==> config.mk <==
export PLATFORM = sky130hd
export DESIGN_NAME = digit_store
export DESIGN_NICKNAME = d
export VERILOG_FILES = /design/src/rtl/digit_store_pkg.sv /design/src/rtl/digit_store_ram.sv /design/src/rtl/digit_store.sv
export SDC_FILE = /design/constraint.sdc
export NUM_CORES = 1
export LEC_CHECK = 0
export CORE_ASPECT_RATIO = 1.1
export CORE_MARGIN = 2
export CORE_UTILIZATION = 39
export DETAILED_ROUTE_END_ITERATION = 10
export DONT_BUFFER_PORTS = 1
export PLACE_DENSITY_LB_ADDON = 0.3
export RECOVER_POWER = 25
export SYNTH_ARGS = -nofsm -noshare
export SYNTH_HDL_FRONTEND = slang
export SYNTH_SLANG_ARGS = --single-unit
==> constraint.sdc <==
create_clock -name clk -period 2.4 [get_ports clk]
set_input_delay 0.24 -clock clk [delete_from_list [all_inputs] [get_ports clk]]
set_output_delay 0.24 -clock clk [all_outputs]
set_load 0.05 [all_outputs]
==> src/rtl/digit_store_pkg.sv <==
// Shared types and constants for the online-multiplier operand digit buffer.
// Holds the signed-digit encodings, the buffer FSM states and the address geometry.
package digit_store_pkg;

    localparam int ADDR_W = 9;
    localparam int DEPTH  = 1 << ADDR_W;

    typedef logic [1:0] digit_t;

    localparam digit_t DIG_ZERO = 2'b00;
    localparam digit_t DIG_POS  = 2'b01;
    localparam digit_t DIG_NEG  = 2'b11;
    localparam digit_t DIG_ILL  = 2'b10;

    typedef enum logic [1:0] {
        ST_IDLE = 2'd0,
        ST_FILL = 2'd1,
        ST_RUN  = 2'd2,
        ST_DONE = 2'd3
    } state_t;

    function automatic logic digit_is_legal(input digit_t d);
        return d != DIG_ILL;
    endfunction

endpackage

==> src/rtl/digit_store_ram.sv <==
// DEPTH x 2 digit memory: one synchronous write port and one registered read port.
// No reset on purpose; the caller hides stale entries with its own hit flag.
module digit_ram
    import digit_store_pkg::*;
#(
    parameter int ADDR_W = digit_store_pkg::ADDR_W,
    parameter int DEPTH  = digit_store_pkg::DEPTH
) (
    input  logic              clk,
    input  logic              wr_en,
    input  logic [ADDR_W-1:0] wr_addr,
    input  logic [1:0]        wr_data,
    input  logic              rd_en,
    input  logic [ADDR_W-1:0] rd_addr,
    output logic [1:0]        rd_data
);

    digit_t mem [DEPTH];
    digit_t rd_data_q;

    always_ff @(posedge clk) begin
        if (wr_en) begin
            mem[wr_addr] <= wr_data;
        end
        if (rd_en) begin
            rd_data_q <= mem[rd_addr];
        end
    end

    assign rd_data = rd_data_q;

endmodule

==> src/rtl/digit_store.sv <==
// Operand digit buffer: captures an MSD-first signed-digit frame, serves digits back
// by address with a hit flag, and raises run once the online delay has been filled.
module digit_store
    import digit_store_pkg::*;
#(
    parameter int ADDR_W = digit_store_pkg::ADDR_W,
    parameter int DEPTH  = digit_store_pkg::DEPTH,
    parameter int DELTA  = 3
) (
    input  logic              clk,
    input  logic              rst_n,
    input  logic              start,
    input  logic              in_valid,
    input  logic [1:0]        in_digit,
    input  logic              in_last,
    output logic              in_ready,
    input  logic              rd_en,
    input  logic [ADDR_W-1:0] rd_addr,
    output logic [1:0]        rd_digit,
    output logic              rd_hit,
    output logic [ADDR_W:0]   wr_count,
    output logic              run,
    output logic              done,
    output logic              digit_err,
    output logic              ovf_err
);

    typedef logic [ADDR_W:0] cnt_t;

    localparam cnt_t DEPTH_C = cnt_t'(DEPTH);
    localparam cnt_t DELTA_C = cnt_t'(DELTA);

    function automatic cnt_t sat_inc(input cnt_t c);
        return (c >= DEPTH_C) ? DEPTH_C : cnt_t'(c + cnt_t'(1));
    endfunction

    function automatic digit_t sanitize(input digit_t d);
        return digit_is_legal(d) ? d : DIG_ZERO;
    endfunction

    state_t state_q, state_d;
    cnt_t   wr_count_q, wr_count_d;
    logic   run_q, run_d;
    logic   done_q, done_d;
    logic   digit_err_q, digit_err_d;
    logic   ovf_err_q, ovf_err_d;
    logic   rd_hit_q, rd_hit_d;

    logic   frame_open;
    logic   not_full;
    logic   ready_c;
    logic   accept;
    digit_t ram_rd_data;

    assign frame_open = (state_q == ST_FILL) || (state_q == ST_RUN);
    assign not_full   = wr_count_q < DEPTH_C;
    // start wins over a same-cycle digit, so it also withdraws ready
    assign ready_c    = frame_open && not_full && !start;
    assign accept     = in_valid && ready_c;

    always_ff @(posedge clk or negedge rst_n) begin
        if (!rst_n) begin
            state_q <= ST_IDLE;
        end else begin
            state_q <= state_d;
        end
    end

    always_comb begin
        state_d = state_q;
        if (start) begin
            state_d = ST_FILL;
        end else begin
            case (state_q)
                ST_FILL, ST_RUN: begin
                    if (accept) begin
                        if (in_last) begin
                            state_d = ST_DONE;
                        end else if (sat_inc(wr_count_q) >= DELTA_C) begin
                            state_d = ST_RUN;
                        end
                    end
                end
                default: state_d = state_q;
            endcase
        end
    end

    always_comb begin
        wr_count_d  = wr_count_q;
        digit_err_d = digit_err_q;
        ovf_err_d   = ovf_err_q;
        if (start) begin
            wr_count_d  = '0;
            digit_err_d = 1'b0;
            ovf_err_d   = 1'b0;
        end else begin
            if (accept) begin
                wr_count_d = sat_inc(wr_count_q);
                if (!digit_is_legal(in_digit)) begin
                    digit_err_d = 1'b1;
                end
            end
            if (in_valid && frame_open && !not_full) begin
                ovf_err_d = 1'b1;
            end
        end
        run_d    = (state_d == ST_RUN) || (state_d == ST_DONE);
        done_d   = (state_d == ST_DONE);
        // hit uses the pre-write count, so a read of the slot being written misses
        rd_hit_d = rd_en && (state_q != ST_IDLE) && ({1'b0, rd_addr} < wr_count_q);
    end

    always_ff @(posedge clk or negedge rst_n) begin
        if (!rst_n) begin
            wr_count_q  <= '0;
            run_q       <= 1'b0;
            done_q      <= 1'b0;
            digit_err_q <= 1'b0;
            ovf_err_q   <= 1'b0;
            rd_hit_q    <= 1'b0;
        end else begin
            wr_count_q  <= wr_count_d;
            run_q       <= run_d;
            done_q      <= done_d;
            digit_err_q <= digit_err_d;
            ovf_err_q   <= ovf_err_d;
            rd_hit_q    <= rd_hit_d;
        end
    end

    digit_ram #(
        .ADDR_W (ADDR_W),
        .DEPTH  (DEPTH)
    ) u_ram (
        .clk     (clk),
        .wr_en   (accept),
        .wr_addr (wr_count_q[ADDR_W-1:0]),
        .wr_data (sanitize(in_digit)),
        .rd_en   (rd_en),
        .rd_addr (rd_addr),
        .rd_data (ram_rd_data)
    );

    always_comb begin
        in_ready  = ready_c;
        rd_hit    = rd_hit_q;
        rd_digit  = rd_hit_q ? ram_rd_data : DIG_ZERO;
        wr_count  = wr_count_q;
        run       = run_q;
        done      = done_q;
        digit_err = digit_err_q;
        ovf_err   = ovf_err_q;
    end

endmodule

==> flow_metrics.py, run 1 <==
metrics = {
    "timing": {
        "final-max-slew-violation-count": 75,
        "timing.final.hold_violations": 213,
        "finalCritPeriodShare_pct": 132,
        "fmax_mhz": 316,
        "rsz0062_at_grt": "yes",
        "slew_headroom_pct": -13.9,
        "setup_viol": 2,
        "holdWs_ps": -273,
        "skew_ps": 22.3,
        "fin_setup_tns_ps": -886,
        "setup_ws_ps": -765,
        "period_minus_slack_ps": 3170,
        "worst_pin_slew_ps": 1710,
    },
    "final_layout": {
        "drive_gt1_share_pct": 26.0,
        "n_antenna_cell": 0,
        "multi_input_area_sq_um": 11200,
        "nets": 2594,
        "fillerInstances": 9233,
        "regArea_sq_um": 31200,
        "area_delta_synth_final_pct": 15.2,
    },
    "floorplan": {
        "rows": 127,
        "core_area_sq_um": 109000,
        "dieWidth_um": 320,
        "ios": 35,
        "start_util_pct": 39.3,
        "dieArea_sq_um": 112000,
        "die_h_um": 351,
    },
    "setup_path": {
        "worst_ep_required_time_ps": 2830,
        "cp_max_fo": 257,
        "crit_path_end_kind": "flop",
        "cp_slowest_cell": "mux4_2",
        "cp_cell_sequence": "mux4_2 > mux2_2 > o21ai_0 > a21oi_1 > a311oi_1 > buf_4 > nand4_1 > and4_1",
        "worstSetupPathType": "in -> reg",
        "critPathLaunchType": "primary input",
        "slowest_delay_ps": 1050,
        "arrival_ps": 3590,
        "ff2ff_setup_slack_ps": -230,
    },
    "synth": {
        "syn_inst": 2492,
        "netlist_area_sq_um": 42800,
        "async_flop_share_pct": 1.63,
        "synthFlopType": "edfxtp_1",
        "yosysUniqueCellTypes": 54,
        "seq_area_frac_synth_pct": 73.0,
        "yosys_warnings": 0,
        "ys_seq_elements": 1043,
        "syn_nets": 2522,
        "avgSynthCellArea_sq_um": 17.2,
        "synth_edf_count": 1026,
    },
    "detailed_routing": {
        "post_drt_wl_per_cell_um": 26.8,
        "met3_length_mm": 6.88,
        "drt-initial-drc-count": 2387,
        "firstDrtPassIters": 5,
        "drt-total-wl_mm": 109,
        "drc": 0,
        "antenna_left": 0,
        "viasPerCell": 5.69,
        "met2_length_mm": 55.6,
        "wl_met1_mm": 43.8,
        "routed.top_layer": "met4",
        "dr_total_vias": 23200,
    },
    "global_routing": {
        "overflow": 0,
        "grt_start_max_net_pins": 515,
        "grt_util_all_layers_pct": 19.3,
        "antenna_found_initial": 2,
        "grt_pass1_vias": 24600,
        "grt_pass1_wl_mm": 160,
    },
    "job": {
        "timing.max_cap.violations": 0,
    },
    "placed_design": {
        "hpwlAfterDp_mm": 60.1,
        "place_ws_ps": -746,
        "gp_congestion": 0.833,
        "port-buffer-count": 0,
    },
    "power_and_ir_drop": {
        "powerDensity_nw_per_um2": 765,
        "power.leakage_nw": 14.5,
        "ir_drop_mv": 0.548,
    },
    "clock_tree": {
        "htree_num_levels": 3,
        "clk_path_buf_depth": 3,
        "cts_tree": "built",
        "hold_buffers": 8,
        "cts_buffers": 105,
        "clk_pin_slew_ps": 60,
        "cts_root_buffer": "clkbuf_16",
        "cts_sinks": 1043,
        "clk_latency_ps": 680,
    },
    "outcome": {
        "violations": "hold timing, slew limit, setup timing",
        "status": "finished with violations",
    },
    "worst_hold_path": {
        "hold_path_class": "in -> reg",
    },
}
power by group:
group          internal [mW]  switching, mW  leakage [nW]
sequential              20.0         0.0515          9.02
combinational          0.733          0.833          3.82
clock                   9.22           6.87          1.64
total                   30.0           7.76          14.5
final timing paths:
kind | start | cells past startpoint | to
min in group asynchronous | rst_n | 1 | ovf_err
max | rd_addr[1] | 8 | u_ram.rd_data[0]
max reg2reg | u_ram.mem[191][0] | 8 | u_ram.rd_data[0]
max in group asynchronous | rst_n | 1 | wr_count[1]
min | in_digit[0] | 0 | u_ram.mem[293][0]
min reg2reg | state_q[0] | 2 | state_q[0]
registers in the layout (all words and copies together), names as in the netlist:
name / cells
u_ram.mem: 1024
wr_count: 10
state_q: 2
u_ram.rd_data: 2
digit_err: 1
done: 1
ovf_err: 1
rd_hit: 1
run: 1
layout make-up:
type                            count  share of cell area (%)
Sequential cell                  1043                    63.4
Multi-Input combinational cell   1251                    22.8
Clock buffer                      133                    5.67
Tap cell                         1419                    3.60
Timing Repair Buffer              148                    3.28
Clock inverter                     63                    1.18
Inverter                           15                   0.114
routing by layer:
layer,track usage (%),up-vias
met1,25.4,12300
li1,-,9843
met4,5.82,0
met3,2.95,181
met5,0,-
met2,33.3,822
worst max-delay path, delay by kind of cell:
| family | cells | cell delay, ps |
|---|---|---|
| AOI/OAI and AO/OA | 3 | 630 |
| buffers and inverters | 1 | 170 |
| muxes | 2 | 1330 |
| and+or+nand+nor | 2 | 420 |
cell usage in the layout, fill, tap and decap left out, types with 22 or more instances in the layout:
cell type / instances
buf_12: 35
buf_4: 101
clkbuf_1: 24
clkbuf_16: 109
clkinv_1: 22
edfxtp_1: 1026
mux4_2: 248
nand2_1: 119
nand3_1: 28
nor2_1: 479
nor2_2: 43
nor2_4: 47
o21ai_0: 51
o22ai_1: 25
cell usage after synthesis, drive strengths merged (10+ instances only):
cell type,count,share of area (%)
a21oi,10,0.12
a221oi,10,0.20
a31oi,19,0.28
buf,73,1.3
clkbuf,110,0.96
dfrtp,17,0.99
edfxtp,1026,72
ha,13,0.38
inv,15,0.13
mux2,17,0.45
mux2i,18,0.42
mux4,256,14
nand2,136,1.2
nand3,29,0.34
nor2,569,5.0
nor3,11,0.13
o21ai,53,0.62
o221ai,11,0.23
o22ai,25,0.37
cells by family (layout without fill, tap and decap cells):
| family | count (synthesis) | in the layout | share of synthesized area, % |
|---|---|---|---|
| mux | 291 | 291 | 14.4 |
| fa+ha+maj | 13 | 13 | 0.380 |
| flops | 1043 | 1043 | 73.0 |
| compound gates | 161 | 161 | 2.46 |
| xor+xnor | 6 | 6 | 0.123 |
| buf+inv | 198 | 359 | 2.43 |
| simple gates | 780 | 780 | 7.21 |
through the flow:
stage / area (sq um) / util (%) / cells / power [mW]
floorplan: 43300 / - / 2492 / 21.7
global placement: 45500 / 41.8 / 3864 / 21.9
detailed placement: 45500 / 41.8 / 3864 / 21.9
CTS: 49000 / 45.0 / 4068 / 37.9
global route: 49300 / 45.3 / 4072 / 38.7
finish: 49300 / 45.3 / 4072 / 37.7
timing repair:
action,CTS,global route
gates resized for setup,15,65
setup buffers,0,1
pin swaps,5,3
hold endpoints to repair,553,423
endpoints found under the setup margin,3,678
cloned,0,3
No activity file was read; power rests on OpenSTA's default activity.
==> run 2, diff against run 1 <==
Settings changed: CELL_PAD_IN_SITES_DETAIL_PLACEMENT from default to 2, CELL_PAD_IN_SITES_GLOBAL_PLACEMENT from default to 2.
==> run 2 against run 1 <==
  * The run ends with hold timing, capacitance limit, slew limit, setup timing left
  * Routed wire length increased by 21%
  * Total power up 2.4%
  * Sequential power hardly changed
  * Die area is the same
  * Worst setup slack better by 570 ps
  * Cell area rose by 1.7%
  * Hold slack gained 140 ps
  * Combinational power grew 7%
==> flow_metrics.py, run 2 (synthesized netlist as in run 1, its figures left out) <==
metrics = {
    "global_routing": {
        "grt_pass1_vias": 26600,
        "grt_start_max_net_pins": 515,
        "overflow": 0,
        "grt_pass1_wl_mm": 188,
        "grt_util_all_layers_pct": 23.2,
        "antenna_found_initial": 2,
    },
    "timing": {
        "setup_ws_ps": -191,
        "fmax_mhz": 386,
        "period_minus_slack_ps": 2590,
        "skew_ps": 29.9,
        "holdWs_ps": -132,
        "setup_viol": 85,
        "worst_pin_slew_ps": 2700,
        "timing.final.hold_violations": 23,
        "finalCritPeriodShare_pct": 108,
        "slew_headroom_pct": -80.2,
        "rsz0062_at_grt": "yes",
        "final-max-slew-violation-count": 65,
    },
    "final_layout": {
        "drive_gt1_share_pct": 31.1,
        "fillerInstances": 9822,
        "n_antenna_cell": 0,
        "largest_reg_flops": 1024,
        "mostFrequentLayoutCell": "edfxtp_1",
        "nets": 2622,
        "finalNonFillerCells": 4098,
        "area_delta_synth_final_pct": 17.1,
        "mostFrequentLayoutCells": "1026 x edfxtp_1, 368 x nor2_1, 248 x mux4_2",
        "fin_area_sq_um": 50100,
        "top_register": "u_ram.mem",
    },
    "setup_path": {
        "worst_ep_required_time_ps": 2850,
        "r2r_start": "u_ram.mem[234][0]",
        "cp-startpoint": "u_ram.mem[234][0]",
        "ff2ff_setup_slack_ps": -190,
        "arrival_ps": 3040,
        "cp_max_fo": 1,
        "critPathLaunchType": "flop",
        "r2r-end": "u_ram.rd_data[0]",
        "worstSetupPathType": "reg -> reg",
        "crit_path_end_kind": "flop",
        "r2r_cells": 7,
    },
    "floorplan": {
        "die_h_um": 351,
        "dieArea_sq_um": 112000,
        "core_area_sq_um": 109000,
        "rows": 127,
        "dieWidth_um": 320,
        "ios": 35,
        "start_util_pct": 39.3,
    },
    "power_and_ir_drop": {
        "internal-power_mw": 30.5,
        "clockPowerShare_pct": 43.7,
        "power_frac_seq_pct": 52.0,
        "p_comb_share_pct": 4.4,
        "power.leakage_nw": 14.7,
        "p_total_mw": 38.7,
        "ir_drop_mv": 0.560,
        "switching_power_mw": 8.19,
        "netSwitchingFraction_pct": 21.2,
        "powerDensity_nw_per_um2": 771,
    },
    "clock_tree": {
        "cts_buffers": 111,
        "htree_num_levels": 3,
        "cts_sinks": 1043,
        "clk_path_buf_depth": 3,
        "clk_pin_slew_ps": 60,
        "cts_root_buffer": "clkbuf_16",
        "cts_tree": "built",
        "clk_latency_ps": 710,
    },
    "detailed_routing": {
        "dr_total_vias": 23800,
        "antenna_left": 0,
        "viasPerCell": 5.80,
        "drt-initial-drc-count": 2049,
        "drc": 0,
        "drt-total-wl_mm": 132,
        "post_drt_wl_per_cell_um": 32.2,
        "firstDrtPassIters": 5,
    },
    "placed_design": {
        "hpwlAfterDp_mm": 75.5,
        "dp.cells": 3880,
        "place_area_sq_um": 45600,
        "port-buffer-count": 0,
        "gp_congestion": 0.761,
    },
    "worst_hold_path": {
        "whs_endpoint": "u_ram.mem[447][0]",
        "hold_path_class": "in -> reg",
        "hold_path_depth": 0,
        "hold_start": "in_digit[0]",
    },
    "job": {
        "timing.max_cap.violations": 1,
    },
    "outcome": {
        "status": "finished with violations",
        "violations": "hold timing, capacitance limit, slew limit, setup timing",
    },
}
[run 2: changes by cell type in the layout (fill, tap and decap cells not counted), sizes merged]
cell / delta
clkbuf: +5
bufinv: +1
clkinvlp: -5
buf: +18
dlygate4sd3: +2
clkinv: +5
[run 2: power by group through the flow]
stage / Combinational (mW) / Sequential (mW) / Clock (mW)
2_1_floorplan: 1.18 / 20.5 / 0
3_5_place_dp: 1.52 / 20.5 / 0
4_1_cts: 1.60 / 20.1 / 17.2
5_1_grt: 1.76 / 20.1 / 17.8
3_3_place_gp: 1.47 / 20.5 / 0
6_report: 1.68 / 20.1 / 16.9
[run 2: layer usage]
layer,vias to the layer above,routed length [um],GRT usage [%]
met2,711,68400,41.0
met3,212,6570,3.41
li1,9899,-,-
met5,-,0,0
met4,0,4470,8.20
met1,12900,52300,29.2
[run 2: critical path: stages, from the launching register on]
cell and delay [ps]:
edfxtp_1 390, mux4_2 460, mux2_2 290, o21ai_0 250
a21oi_1 110, a311oi_1 330, nand4_1 260, and4_1 260
[run 2: per-stage QoR]
| stage | util (%) | setup TNS (ps) | worst slack (ps) |
|---|---|---|---|
| after floorplan | - | -328050 | -408 |
| after global placement | 41.9 | -517 | -279 |
| after detailed placement | 41.9 | -914 | -394 |
| after CTS | 45.5 | -129 | -86.9 |
| after global routing | 46.1 | -23500 | -252 |
| final | 46.1 | -1700 | -191 |
[run 2: worst max-delay path by stage]
stage	depth (start not counted)	to	slack (ps)
final	7	u_ram.rd_data[0]	-190
after global routing	7	u_ram.rd_data[0]	-250
after CTS	7	u_ram.rd_data[0]	-90
after detailed placement	8	u_ram.rd_data[0]	-390
after global placement	7	u_ram.rd_data[1]	-280
after floorplan	1	u_ram.mem[0][1]	-410
[run 2: layout make-up]
| type | instances | area (sq um) | area share (%) |
|---|---|---|---|
| inverters | 15 | 56.3 | 0.112 |
| repair buffers | 170 | 1900 | 3.79 |
| clock inverters | 64 | 561 | 1.12 |
| multi-input cells | 1251 | 11700 | 23.3 |
| clock buffers | 136 | 2940 | 5.86 |
| well taps | 1419 | 1780 | 3.54 |
| flip-flops and latches | 1043 | 31200 | 62.3 |
[run 2: repair_timing]
action,CTS,global route
hold buffers,10,2
endpoints found under the hold margin,549,64
endpoints found under the setup margin,238,718
setup buffers,0,1
gates cloned,0,5
pin swaps,7,2
resized for setup,54,170
